`config.mk`:
```
export PLATFORM = sky130hd
export DESIGN_NAME = upfsub_pipe
export DESIGN_NICKNAME = d
export VERILOG_FILES = /design/src/rtl/upf_pkg.sv /design/src/rtl/rca_block.sv /design/src/rtl/upfsub_pipe.sv
export SDC_FILE = /design/constraint.sdc
export NUM_CORES = 1
export LEC_CHECK = 0
export BUFFER_PORTS_ARGS = -buffer_cell sky130_fd_sc_hd__buf_2
export CAP_MARGIN = 10
export CORE_ASPECT_RATIO = 0.75
export CORE_MARGIN = 10
export CORE_UTILIZATION = 30
export DETAILED_ROUTE_END_ITERATION = 8
export MAX_ROUTING_LAYER = met4
export SLEW_MARGIN = 20
export SYNTH_ARGS = -nofsm -noshare
export SYNTH_HDL_FRONTEND = slang
export SYNTH_SLANG_ARGS = --single-unit
```
`constraint.sdc`:
```
create_clock -name clk_i -period 3.24 [get_ports clk_i]
set_clock_uncertainty 0.1 [all_clocks]
set_input_delay 0.162 -clock clk_i [delete_from_list [all_inputs] [get_ports clk_i]]
set_output_delay 0.162 -clock clk_i [all_outputs]
set_load 0.005 [all_outputs]
```
`src/rtl/upf_pkg.sv`:
```
// Constants shared by the upf approximate adder/subtractor family.
package upf_pkg;

    localparam logic SUB_CIN       = 1'b1;  // a - b = a + ~b + 1
    localparam logic SUB_DIS_CARRY = 1'b1;  // disabled block never borrows

    // Number of K-bit blocks in the lower half of an N-bit operand.
    function automatic int upf_m(input int n, input int k);
        return (n / 2) / k;
    endfunction

endpackage

```
`src/rtl/rca_block.sv`:
```
// Exact W-bit ripple-carry adder block used for every exact slice of the family.
module rca_block #(
    parameter int W = 4
) (
    input  logic [W-1:0] a_i,
    input  logic [W-1:0] b_i,
    input  logic         c_i,
    output logic [W-1:0] s_o,
    output logic         c_o
);

    assign {c_o, s_o} = {1'b0, a_i} + {1'b0, b_i} + {{W{1'b0}}, c_i};

endmodule

```
`src/rtl/upfsub_pipe.sv`:
```
// Two-stage valid/ready approximate subtractor with per-transaction block enables.
// Optional `UPFSUB_ERR_EN adds err_o = exact - approx, aligned with d_o.
module upfsub_pipe
    import upf_pkg::*;
#(
    parameter  int N = 32,
    parameter  int K = 4,
    localparam int M = upf_m(N, K)
) (
    input  logic         clk_i,
    input  logic         rst_ni,
    input  logic         in_valid_i,
    output logic         in_ready_o,
    input  logic [N-1:0] a_i,
    input  logic [N-1:0] b_i,
    input  logic [M-1:0] cfg_i,
    output logic         out_valid_o,
    input  logic         out_ready_i,
    output logic [N-1:0] d_o,
    output logic         borrow_o
`ifdef UPFSUB_ERR_EN
    ,
    output logic [N-1:0] err_o
`endif
);

    localparam int H = N / 2;

    logic         s1_valid_q;
    logic [H-1:0] s1_dlo_q;
    logic         s1_c_q;
    logic [H-1:0] s1_ahi_q;
    logic [H-1:0] s1_nbhi_q;
    logic         out_valid_q;
    logic [N-1:0] d_q;
    logic         borrow_q;

    logic s2_free, s1_adv, accept;

    assign s2_free    = ~out_valid_q | out_ready_i;
    assign s1_adv     = s1_valid_q & s2_free;
    assign in_ready_o = ~s1_valid_q | s2_free;
    assign accept     = in_valid_i & in_ready_o;

    // Lower half: chain of K-bit blocks; a disabled block forces zero bits and no borrow.
    logic [M:0]   carry;
    logic [H-1:0] dlo_d;

    assign carry[0] = SUB_CIN;

    genvar i;
    generate
        for (i = 0; i < M; i++) begin : g_lo
            logic [K-1:0] s;
            logic         co;

            rca_block #(.W(K)) u_blk (
                .a_i (a_i[i*K +: K]),
                .b_i (~b_i[i*K +: K]),
                .c_i (carry[i]),
                .s_o (s),
                .c_o (co)
            );

            assign dlo_d[i*K +: K] = cfg_i[i] ? s  : '0;
            assign carry[i+1]      = cfg_i[i] ? co : SUB_DIS_CARRY;
        end
    endgenerate

    always_ff @(posedge clk_i or negedge rst_ni) begin
        if (!rst_ni) begin
            s1_valid_q <= 1'b0;
            s1_dlo_q   <= '0;
            s1_c_q     <= 1'b0;
            s1_ahi_q   <= '0;
            s1_nbhi_q  <= '0;
        end else if (accept) begin
            s1_valid_q <= 1'b1;
            s1_dlo_q   <= dlo_d;
            s1_c_q     <= carry[M];
            s1_ahi_q   <= a_i[N-1:H];
            s1_nbhi_q  <= ~b_i[N-1:H];
        end else if (s1_adv) begin
            s1_valid_q <= 1'b0;
        end
    end

    // Upper half is always exact, fed from the stage-1 registers.
    logic [H-1:0] dhi_d;
    logic         cout_d;
    logic [N-1:0] d_d;
    logic         borrow_d;

    rca_block #(.W(H)) u_hi (
        .a_i (s1_ahi_q),
        .b_i (s1_nbhi_q),
        .c_i (s1_c_q),
        .s_o (dhi_d),
        .c_o (cout_d)
    );

    assign d_d      = {dhi_d, s1_dlo_q};
    assign borrow_d = ~cout_d;

    always_ff @(posedge clk_i or negedge rst_ni) begin
        if (!rst_ni) begin
            out_valid_q <= 1'b0;
            d_q         <= '0;
            borrow_q    <= 1'b0;
        end else if (s1_adv) begin
            out_valid_q <= 1'b1;
            d_q         <= d_d;
            borrow_q    <= borrow_d;
        end else if (out_ready_i) begin
            out_valid_q <= 1'b0;
        end
    end

    assign out_valid_o = out_valid_q;
    assign d_o         = d_q;
    assign borrow_o    = borrow_q;

`ifdef UPFSUB_ERR_EN
    logic [N-1:0] s1_exact_q;
    logic [N-1:0] err_q;
    logic [N-1:0] err_d;

    assign err_d = s1_exact_q - d_d;

    always_ff @(posedge clk_i or negedge rst_ni) begin
        if (!rst_ni) begin
            s1_exact_q <= '0;
            err_q      <= '0;
        end else begin
            if (accept) s1_exact_q <= a_i - b_i;
            if (s1_adv) err_q      <= err_d;
        end
    end

    assign err_o = err_q;
`endif

endmodule

```
# --- Word-level counts from Yosys, hierarchy flattened ---
# Cells that the tools add are included.
totals:
  register_bits: 84
  in_bits: 72
  out_inout_bits: 35
  wordCells: 44
op_classes:
  add_sub_neg: 10
  n_reduce_logical: 2
  bitwise: 12
  n_mux: 12
op_table:
  columns: ["op", "n"]
  rows:
  - ["adder 4 x 4 -> 5 bit", 4]
  - ["adder 16 x 16 -> 17 bit", 1]
  - ["adder 17 x 1 -> 17 bit", 1]
  - ["two-way mux 4 bit", 4]
  - ["NOT 16 bit", 1]
  - ["NOT 4 bit", 4]
  - ["adder 5 x 1 -> 5 bit", 3]
  - ["two-way mux 1 bit", 8]
  - ["adder 5 x 1 -> 5 bit, second input constant", 1]
  - ["nonzero test 2 bit", 2]
  - ["NOT 1 bit", 3]
  - ["AND 1 bit", 2]
  - ["OR 1 bit", 2]

# --- Depth between registers and ports, before layout ---
logic_depth:
  word_depth: 10
  mapped_depth: 23
  ltp_nobuf: 23

# --- Modules after synthesis ---
# From an unflattened synthesis, not the netlist that was laid out.
unflattened:
  cells_unflattened: 418
  hier_area_um2: 4690.7
by_module_without_submodules:
  columns: ["mod", "cells_per_inst", "instances", "seq_area_each_um2", "area_per_inst_um2"]
  rows:
  - ["upfsub_pipe", 260, 1, 2102.0, 3367.0]
  - ["rca_block at u_hi", 94, 1, 0.0, 748.2]
  - ["rca_block at g_lo[0].u_blk ...", 16, 4, 0.0, 143.9]

# --- Least setup slack after synthesis ---
# No wires, ideal clock.
synth_timing:
  kind: "input port to flip-flop"
  start: "input port a_i[0]"
  end: "register s1_c_q"
  required_ns: 3.010
  path_buffers: 0
  cell_stages: 23
  path_slack_ns: -1.537
  setup_ns: 0.130
  arrival_time_ns: 4.547
  path_cell_list: "inv_1 > ha_1 > inv_1 > fa_1 > a21o_1 > a211o_1 > fa_1 > fa_1 > a21o_1 > nand2_1 > nand3b_1 > fa_1 > fa_1 > a21o_1 > nand2_1 > nand3b_1 > fa_1 > inv_1 > fa_1 > nor2b_1 > o21ai_0 > nor4bb_1 > a21oi_1"
synth_between:
  elab_chain_cells: 9
synth_rtl:
  columns: ["element", "line_no", "rtl"]
  rows:
  - ["start, declared", "upfsub_pipe.sv:14", "input logic [N-1:0] a_i,"]
  - ["adder 4 x 4 -> 5 bit", "rca_block.sv:12", "assign {c_o, s_o} = {1'b0, a_i} + {1'b0, b_i} + {{W{1'b0}}, c_i};"]
  - ["adder 5 x 1 -> 5 bit", "rca_block.sv:12", null]
  - ["two-way mux 1 bit", "upfsub_pipe.sv:66", "assign carry[i+1] = cfg_i[i] ? co : SUB_DIS_CARRY;"]
  - ["adder 5 x 1 -> 5 bit", "rca_block.sv:12", null]
  - ["two-way mux 1 bit", "upfsub_pipe.sv:66", null]
  - ["adder 5 x 1 -> 5 bit", "rca_block.sv:12", null]
  - ["two-way mux 1 bit", "upfsub_pipe.sv:66", null]
  - ["adder 5 x 1 -> 5 bit", "rca_block.sv:12", null]
  - ["two-way mux 1 bit", "upfsub_pipe.sv:66", null]
  - ["end signal, assigned", "upfsub_pipe.sv:80", "s1_c_q <= carry[M];"]
  - ["end, declared", "upfsub_pipe.sv:31", "logic s1_c_q;"]
# Every way passes these cells.
# A chain may end at the register's enable or synchronous reset.

# --- Final worst setup path ---
layout_timing:
  start: "input port a_i[0]"
  end: "register s1_dlo_q[14]"
layout_between:
  elab_chain_cells: 9
layout_rtl:
  columns: ["element", "line_no", "rtl"]
  rows:
  - ["adder 4 x 4 -> 5 bit", "rca_block.sv:12", null]
  - ["adder 5 x 1 -> 5 bit", "rca_block.sv:12", null]
  - ["two-way mux 1 bit", "upfsub_pipe.sv:66", null]
  - ["adder 5 x 1 -> 5 bit", "rca_block.sv:12", null]
  - ["two-way mux 1 bit", "upfsub_pipe.sv:66", null]
  - ["adder 5 x 1 -> 5 bit", "rca_block.sv:12", null]
  - ["two-way mux 1 bit", "upfsub_pipe.sv:66", null]
  - ["adder 5 x 1 -> 5 bit", "rca_block.sv:12", null]
  - ["two-way mux 4 bit", "upfsub_pipe.sv:65", "assign dlo_d[i*K +: K] = cfg_i[i] ? s : '0;"]
  - ["end signal, assigned", "upfsub_pipe.sv:79", "s1_dlo_q <= dlo_d;"]
  - ["end, declared", "upfsub_pipe.sv:30", "logic [H-1:0] s1_dlo_q;"]
# Every way passes these cells.

==> flow_metrics.py <==
metrics = {
    "timing": {
        "grt_setup_unrepaired": "true",
        "timing.final.hold_violations": 0,
        "fin_crit_sh": 1.35,
        "worst_slew_margin_rel": 0.470,
        "tightest_slew_ns": 0.795,
        "totalNegativeSetupSlack_ns": -5.93,
        "fin_crit_ns": 4.37,
        "timing.final.max_slew_violations": 0,
        "hold-worst-slack_ns": 0.0540,
        "setup_viol": 8,
        "max_freq_ghz": 0.229,
        "timing.final.ws_setup_ns": -1.13,
    },
    "die": {
        "floorplan.die_area_um2": 20500,
        "die_h_um": 126,
        "dieWidth_um": 162,
        "top_level_ports": 107,
        "floorplan.initialDensity": 0.310,
        "fp-row-count": 38,
        "core_um2": 14600,
    },
    "synth": {
        "yosysWarningCount": 0,
        "synthFlopType": "dfrtp_1",
        "synth-edff-count": 0,
        "synth-async-reset-ratio": 1.00,
        "yosys_register_bits": 84,
        "synth_area_per_cell_um2": 9.67,
        "synth_cell_types": 48,
        "synthesis.area_um2": 4530,
        "cell_count_after_synthesis": 469,
        "synth.yosys.seq_area_share": 0.464,
        "synth.net_count": 578,
    },
    "global_route": {
        "grtUsageMet1": 0.165,
        "number_of_antenna_violations_at_the_first_check_in_global_routing": 0,
        "grt_use_total": 0.125,
        "grtUsageMet3": 0.0333,
        "grt_first_pass_wirelength_um": 20400,
        "globalRoute.totalOverflow": 0,
        "busiest_layer": "met2",
        "grt_start_max_net_pins": 85,
        "gr-usage-met2": 0.185,
        "number_of_global_route_vias_before_repair": 4131,
    },
    "placement": {
        "port_buf_inserts": 106,
        "finalWeightedCongestion": 0.851,
        "placed_cell_area_um2": 5390,
        "placed_wire_length_estimate_um": 9090,
    },
    "drt": {
        "number_of_vias_after_detailed_routing": 3881,
        "wire_per_inst_um": 14.8,
        "remaining_drc_errors": 0,
        "drt-pass1-iter-count": 4,
        "via_per_inst": 4.67,
        "drtIter0Drc": 203,
        "detail_route.wirelength_um": 12300,
        "antenna_violating_nets_post_route": 0,
    },
    "final_layout": {
        "fraction_of_the_core_area_covered_by_cells_at_the_end_of_the_flow": 0.427,
        "design.final.nets": 735,
        "most-common-layout-cells": "nand2_1 (116), buf_2 (104), dfrtp_1 (84)",
        "layout_commonest_cell": "nand2_1",
        "drive_gt1_frac": 0.292,
        "finished_cell_area_um2": 6250,
        "synthToLayoutAreaGrowth_pct": 37.9,
        "antennaDiodeCount": 0,
    },
    "setup_path": {
        "crit_path_start_kind": "input pin",
        "arrival_ns": 4.54,
        "critPathSlowestCell": "fa_2",
        "required_ns": 3.41,
        "critPathMaxFanout": 2,
        "critPathLaunch": "a_i[0]",
        "cell_repeated_most_along_the_worst_path": "fa_2",
        "cp-end-kind": "register",
        "reg2reg_from": "s1_c_q$_DFFE_PN0P_",
        "critPathKind": "in2reg",
        "critical_path.max_stage_delay_ns": 0.37,
    },
    "power_and_ir_drop": {
        "ir_worst_vdd_mv": 0.282,
        "leakagePower_uw": 0.00312,
        "power_density_nw_per_um2": 587,
    },
    "cts": {
        "clkSinkCount": 84,
        "numCtsBuffers": 9,
        "root_buffer": "clkbuf_16",
        "clk-insertion-delay-late_ns": 0.34,
        "cts-root-to-sink-buffers": 2,
        "cts_tree": "yes",
        "cts.htree.levels": 3,
        "clkTransAtPathRegs_ns": 0.06,
    },
    "status": {
        "run_status": "finished, violations left",
        "failed_checks": "negative setup slack",
    },
    "job": {
        "maxcap_violations": 0,
    },
    "worst_hold_path": {
        "min_from": "b_i[0]",
        "worst_hold_path_type": "in2reg",
    },
}
## layout make-up
cell class	count	area, um^2
Tap cell	200	250
Inverter	25	109
Timing Repair Buffer	166	1120
Multi-Input combinational cell	340	2330
Clock buffer	13	260
Fill cell	1455	8390
Sequential cell	84	2100
Clock inverter	3	68.8
## final timing paths
check	endpoint	slack [ns]	cells after the start
max reg2reg	d_o[30]$_DFFE_PN0P_	0.56	9
min in group asynchronous	d_o[31]$_DFFE_PN0P_	0.38	2
min reg2reg	d_o[8]$_DFFE_PN0P_	0.37	2
max	s1_dlo_q[14]$_DFFE_PN0P_	-1.13	25
max in group asynchronous	d_o[13]$_DFFE_PN0P_	2.15	2
min	s1_dlo_q[0]$_DFFE_PN0P_	0.05	3
## flip-flops by register name, indices dropped and copies added, names as in the netlist
name,flops
s1_nbhi_q,16
s1_c_q,1
s1_ahi_q,16
s1_dlo_q,16
s1_valid_q,1
out_valid_o,1
d_o,32
borrow_o,1
## synthesized netlist by cell type, types with 2 or more instances
cell	instances	area [um^2]
and2_1	3	18.8
o21ai_0	40	200
nand2b_1	6	37.5
a211o_1	5	43.8
nor3_1	5	25.0
buf_2	2	10.0
a31oi_1	2	12.5
nor2b_1	2	12.5
o211ai_1	2	15.0
xnor2_1	7	61.3
clkbuf_1	17	63.8
a21o_1	16	120
inv_1	25	93.8
nand3_1	3	15.0
fa_1	9	180
nor4_1	2	12.5
nand2_1	118	443
nor2_1	9	33.8
mux2_2	16	180
ha_1	28	350
nand3b_1	3	22.5
a31o_2	3	26.3
dfrtp_1	84	2100
o31ai_1	5	37.5
xor2_1	9	78.8
a41oi_1	2	17.5
a21oi_1	17	85.1
o311ai_0	3	26.3
nand4_1	3	18.8
o21a_1	4	30.0
a22o_1	2	17.5
## routing by layer
metal  wire length, um  up-vias
met5                 0        -
met4               144        0
met3               477       13
met2              5460       92
met1              6200     1850
li1                  -     1926
## report_power, final
part | switching [uW] | internal [uW]
clock | 414 | 720
sequential | 130 | 1270
combinational | 593 | 536
## timing repair
action / 4_1_cts / 5_1_grt
endpoints found under the setup margin: 8 / 8
hold buffers: 38 / 0
setup buffers: 7 / 4
resized for setup: 13 / 4
pin swaps: 3 / 11
hold endpoints to repair: 86 / 0
## metrics by stage
| step | cells | total power, uW | setup WS [ns] |
|---|---|---|---|
| 2_1_floorplan | 469 | 2060 | -1.13 |
| 5_1_grt | 831 | 3930 | -1.30 |
| 6_report | 831 | 3670 | -1.13 |
| 4_1_cts | 827 | 3720 | -1.12 |
| 3_3_place_gp | 766 | 2470 | -1.47 |
| 3_5_place_dp | 766 | 2490 | -1.60 |
## critical path, delay by kind of cell
family | cells | cell delay [ns]
buf+inv | 6 | 0.44
simple gates | 5 | 0.38
xor+xnor | 1 | 0.10
compound gates | 5 | 0.96
fa+ha+maj | 8 | 2.49
## logic make-up after synthesis
kind of cell / Yosys count / share of synthesized area
and+or+nand+nor: 161 / 0.154
xor gates and xnor gates: 16 / 0.0309
adders and majority gates: 37 / 0.117
buffers and inverters: 45 / 0.0378
muxes: 16 / 0.0397
DFF: 84 / 0.464
AOI/OAI and AO/OA: 110 / 0.157
Power figures use the tool's default switching activity.
